$ cat config.mk
export PLATFORM = sky130hd
export DESIGN_NAME = uart_tx_arbiter
export DESIGN_NICKNAME = d
export VERILOG_FILES = /design/src/rtl/uart_tx_arbiter.sv
export SDC_FILE = /design/constraint.sdc
export NUM_CORES = 1
export LEC_CHECK = 0
export ABC_CLOCK_PERIOD_IN_PS = 4230
export CORE_ASPECT_RATIO = 2
export CORE_UTILIZATION = 40
export DETAILED_ROUTE_END_ITERATION = 12
export HOLD_SLACK_MARGIN = 0.02
export PLACE_DENSITY = 0.76
export REMOVE_ABC_BUFFERS = 1
export SETUP_SLACK_MARGIN = 0.1
export SLEW_MARGIN = 0
export SYNTH_ARGS = -nofsm -noshare
export SYNTH_HDL_FRONTEND = slang
export SYNTH_SLANG_ARGS = --single-unit
$ cat constraint.sdc
create_clock -name clk -period 4.23 [get_ports clk]
set_input_delay 1.0575 -clock clk [delete_from_list [all_inputs] [get_ports clk]]
set_output_delay 1.0575 -clock clk [all_outputs]
set_load 0.02 [all_outputs]
$ cat src/rtl/uart_tx_arbiter.sv
// Round-robin arbiter that shares one UART transmitter among N_REQ byte sources.
// Captures the winning byte and parity, strobes the TX shifter and paces frames.
module uart_tx_arbiter #(
  parameter int unsigned N_REQ      = 4,
  parameter int unsigned DATA_W     = 8,
  parameter int unsigned TIMEOUT    = 2047,
  parameter int unsigned GAP_CYC    = 8,
  parameter int unsigned PARITY_ODD = 0
) (
  input  logic                      clk,
  input  logic                      rst,
  input  logic [N_REQ-1:0]          req,
  input  logic [N_REQ*DATA_W-1:0]   req_data,
  output logic [N_REQ-1:0]          req_ack,
  output logic [DATA_W-1:0]         tx_data,
  output logic                      tx_parity,
  output logic                      tx_load,
  input  logic                      tx_done,
  output logic [$clog2(N_REQ)-1:0]  grant_id,
  output logic                      busy,
  output logic                      timeout_err
);

  localparam int unsigned IdW  = $clog2(N_REQ);
  localparam int unsigned SumW = IdW + 1;
  localparam int unsigned TmrW = $clog2(TIMEOUT + 1);
  localparam int unsigned GapW = $clog2(GAP_CYC + 1);

  typedef enum logic [1:0] {StIdle, StLoad, StWait, StGap} state_e;

  state_e             state_q, state_d;
  logic [IdW-1:0]     ptr_q, ptr_d;
  logic [IdW-1:0]     grant_q, grant_d;
  logic [DATA_W-1:0]  data_q, data_d;
  logic               parity_q, parity_d;
  logic [TmrW-1:0]    timer_q, timer_d;
  logic [GapW-1:0]    gap_q, gap_d;

  logic [2*N_REQ-1:0] req_dbl;
  logic [N_REQ-1:0]   req_rot;
  logic               win_valid;
  logic [IdW-1:0]     win_off;
  logic [SumW-1:0]    win_sum;
  logic [IdW-1:0]     win_idx;
  logic [DATA_W-1:0]  win_byte;

  // Rotate so bit 0 is the source just after the last winner; first set bit wins.
  assign req_dbl = {req, req};
  assign req_rot = N_REQ'(req_dbl >> ({1'b0, ptr_q} + 1'b1));

  always_comb begin
    win_valid = 1'b0;
    win_off   = '0;
    for (int unsigned o = 0; o < N_REQ; o++) begin
      if (!win_valid && req_rot[o]) begin
        win_valid = 1'b1;
        win_off   = IdW'(o);
      end
    end
  end

  assign win_sum  = {1'b0, ptr_q} + {1'b0, win_off} + 1'b1;
  assign win_idx  = (win_sum >= SumW'(N_REQ)) ? IdW'(win_sum - SumW'(N_REQ)) : IdW'(win_sum);
  assign win_byte = req_data[win_idx*DATA_W +: DATA_W];

  always_comb begin
    state_d     = state_q;
    ptr_d       = ptr_q;
    grant_d     = grant_q;
    data_d      = data_q;
    parity_d    = parity_q;
    timer_d     = timer_q;
    gap_d       = gap_q;
    req_ack     = '0;
    tx_load     = 1'b0;
    timeout_err = 1'b0;
    busy        = (state_q != StIdle);

    unique case (state_q)
      StIdle: begin
        if (win_valid) begin
          ptr_d    = win_idx;
          grant_d  = win_idx;
          data_d   = win_byte;
          parity_d = (^win_byte) ^ (PARITY_ODD != 0);
          state_d  = StLoad;
        end
      end
      StLoad: begin
        req_ack = N_REQ'(1) << grant_q;
        tx_load = 1'b1;
        timer_d = '0;
        state_d = StWait;
      end
      StWait: begin
        timer_d = timer_q + 1'b1;
        // tx_done takes precedence over a coincident timeout
        if (tx_done) begin
          gap_d   = '0;
          state_d = StGap;
        end else if (timer_q == TmrW'(TIMEOUT - 1)) begin
          timeout_err = 1'b1;
          gap_d       = '0;
          state_d     = StGap;
        end
      end
      StGap: begin
        if (gap_q == GapW'(GAP_CYC - 1)) begin
          state_d = StIdle;
        end else begin
          gap_d = gap_q + 1'b1;
        end
      end
      default: state_d = StIdle;
    endcase
  end

  always_ff @(posedge clk or posedge rst) begin
    if (rst) begin
      state_q  <= StIdle;
      ptr_q    <= IdW'(N_REQ - 1);
      grant_q  <= '0;
      data_q   <= '0;
      parity_q <= 1'b0;
      timer_q  <= '0;
      gap_q    <= '0;
    end else begin
      state_q  <= state_d;
      ptr_q    <= ptr_d;
      grant_q  <= grant_d;
      data_q   <= data_d;
      parity_q <= parity_d;
      timer_q  <= timer_d;
      gap_q    <= gap_d;
    end
  end

  assign tx_data   = data_q;
  assign tx_parity = parity_q;
  assign grant_id  = grant_q;

endmodule

==> flow_summary.ini <==
[worst_setup_path]
endpoint_kind = flip-flop
r2r_cells = 11
required_ps = 4400
crit_fanout = 36
endpoint = tx_parity$_DFFE_PP0P_
reg2reg_to = tx_parity$_DFFE_PP0P_
crit_start = req[1]
critical_path_class = input port to flip-flop
start_kind = input port
worstReg2RegStart = ptr_q[1]$_DFFE_PP1P_
critPathArrivalTime_ps = 3780
r2r_slack_ps = 1440

[cells_and_area]
multi_input_area_mm2 = 0.001396
area_growth_pct = 32.13
layout_commonest_cell = clkdlybuf4s50_1
final_cells = 376
diodes = 0
fillers = 559
final_cell_mix = clkdlybuf4s50_1, nand2_1, dfrtp_1
finalNetCount = 362
layout-drive-gt1-share_pct = 7.911
seq_area_um2 = 753.2

[synthesis]
synthCells = 258
avgSynthCellArea_um2 = 8.710
synth_warnings = 0
synth_seq_cells = 30
synth.distinct_cells = 44
synth_seq_area_share_pct = 33.52
synth_edf_count = 0
syn-cell-area_mm2 = 0.002247
synth_flop_cell = dfrtp_1
ys_async_sr_fraction_pct = 100.0

[die]
core_region_area_mm2 = 0.005420
rows = 38
die_x_um = 55
die_area_mm2 = 0.005940
die_h_um = 108
start_util_pct = 41.46
ioPinCount = 57

[flow_run]
drv_cap = 0

[sta]
drv_slew = 0
fin_skew_ps = 7.703
fmax_mhz = 277.3
tightest_slew_ps = 485.2
final.setup.tns_ps = 0
rsz0062_at_grt = false
setup_viol = 0
slew_headroom_pct = 66.81
final-hold-violation-count = 0
fin_crit_sh_pct = 85.25
fin_crit_ps = 3606

[global_route]
grt_max_degree = 37
grt_usage_pct = 21.38
antenna_found_initial = 0
grt_pass1_wl_mm = 9.142
gr-total-overflow = 0
grt_pass1_vias = 2168

[routing]
routed_wl_mm = 5.595
vias_per_cell = 5.630
drtIter0Drc = 45
ant_nets = 0
routedWlPerCell_um = 14.88
vias = 2117
first_pass_iters = 4
drc = 0

[status]
status = finished, final reports clean

[power]
leakage_nw = 1.194
ir_drop_mv = 0.5777
p_per_area_mw_per_mm2 = 740.6

[clocking]
cts-resized-gates = 0
ctsHoldBuffers = 0
cts_sinks = 30
clk_latency_ps = 290
cts_buffers = 5
ctsRootBufferMaster = clkbuf_8
cts_tree = done
cts.reportedPaths.clkPinSlew_ps = 60
postCtsSetupBuffers = 0
clk_path_buf_depth = 2
htree_levels = 2

[placement]
place.gp.congestion = 0.7851
port_buffers = 56
dp_cells = 368
dp_hpwl_mm = 4.488

[worst_hold_path]
hold_class = flip-flop to flip-flop
-- cell usage after synthesis (2+ instances only) --
library cell   n  area (um2)
dfrtp_1       28       700.7
xor2_1        16       140.1
nor3_1         6       30.03
nand2_1       33       123.9
a211oi_1       2       15.01
a2111oi_0      8       70.07
inv_1         10       37.54
nand3_1        7       35.03
dfstp_2        2       52.55
o22ai_1        2       12.51
a22o_1         2       17.52
buf_2          2       10.01
nor2b_1       17       106.4
nand4_1        5       31.28
nor4_1         2       12.51
o211ai_1       4       30.03
xnor2_1       14       122.6
nor3b_1        2       15.01
buf_4          2       15.01
a221oi_1       8       70.07
nor3_2         2       20.02
o21ai_0       11       55.05
o31ai_1       10       75.07
a21oi_1       10       50.05
ha_1           8       100.1
a21o_2         3       26.28
nor2_1        17       63.81
clkbuf_1       5       18.77
mux2i_1        5       50.05
-- stage by stage --
step / utilization, % / total power, mW / setup slack [ps] / hold WS, ps / cell area, um2
floorplan: - / 1.452 / 820.8 / 489.9 / 2187
CTS: 54.78 / 2.205 / 657.3 / 499.8 / 2969
detailed placement: 52.77 / 1.912 / 357.2 / 481.4 / 2860
global route: 54.78 / 2.364 / 448.8 / 509.7 / 2969
global placement: 52.77 / 1.873 / 478.6 / 472.0 / 2860
finish: 54.78 / 2.199 / 624.0 / 493.0 / 2969
-- power by group --
group	switching, mW	internal (mW)	leakage, nW
sequential	0.0974	0.394	0.388
combinational	0.802	0.615	0.748
clock	0.117	0.173	0.0579
-- critical path, cell delays in order --
cell             delay, ps
clkdlybuf4s50_1        610
inv_1                  110
a2bb2oi_1              140
o211ai_1               170
o31ai_1                100
ha_1                   300
buf_4                  320
mux2i_1                260
xnor2_1                170
xnor2_1                170
a211oi_1                70
a221o_1                270
-- metal layers --
layer / vias to the layer above / share of wire (%) / track usage [%]
met5: - / 0 / 0
met4: 0 / 5.5 / 13.39
met3: 23 / 3.9 / 3.516
met2: 70 / 56 / 38.98
met1: 984 / 35 / 20.30
li1: 1040 / - / -
-- worst min path at each step --
| stage | from | end | slack [ps] | cells after the start |
|---|---|---|---|---|
| 2_1_floorplan | ptr_q[0]$_DFFE_PP1P_ | ptr_q[0]$_DFFE_PP1P_ | 490 | 2 |
| 3_3_place_gp | tx_data[3]$_DFFE_PP0P_ | tx_data[3]$_DFFE_PP0P_ | 470 | 2 |
| 3_5_place_dp | tx_data[7]$_DFFE_PP0P_ | tx_data[7]$_DFFE_PP0P_ | 480 | 2 |
| 4_1_cts | tx_data[2]$_DFFE_PP0P_ | tx_data[2]$_DFFE_PP0P_ | 500 | 2 |
| 5_1_grt | tx_data[2]$_DFFE_PP0P_ | tx_data[2]$_DFFE_PP0P_ | 510 | 2 |
| 6_report | tx_data[2]$_DFFE_PP0P_ | tx_data[2]$_DFFE_PP0P_ | 490 | 2 |
-- registers in the layout, summed over array words and instances (netlist names) --
name       cells
tx_parity      1
state_q        2
timer_q       11
gap_q          4
tx_data        8
grant_id       2
ptr_q          2
-- cell families after synthesis --
| group | synth area share [%] |
|---|---|
| fa+ha+maj | 4.455 |
| simple gates | 21.38 |
| buf+inv | 4.343 |
| xor+xnor | 11.69 |
| flops | 33.52 |
| mux | 2.227 |
| compound gates | 22.38 |
-- area by class of cell --
| cell class | count | share of cell area [%] |
|---|---|---|
| clock buffers | 5 | 2.318 |
| multi-input cells | 207 | 47.03 |
| flip-flops and latches | 30 | 25.37 |
| inverters | 10 | 1.264 |
| repair buffers | 61 | 20.14 |
| clock inverters | 3 | 1.349 |
| well taps | 60 | 2.528 |
Power figures use the tool's default switching activity.
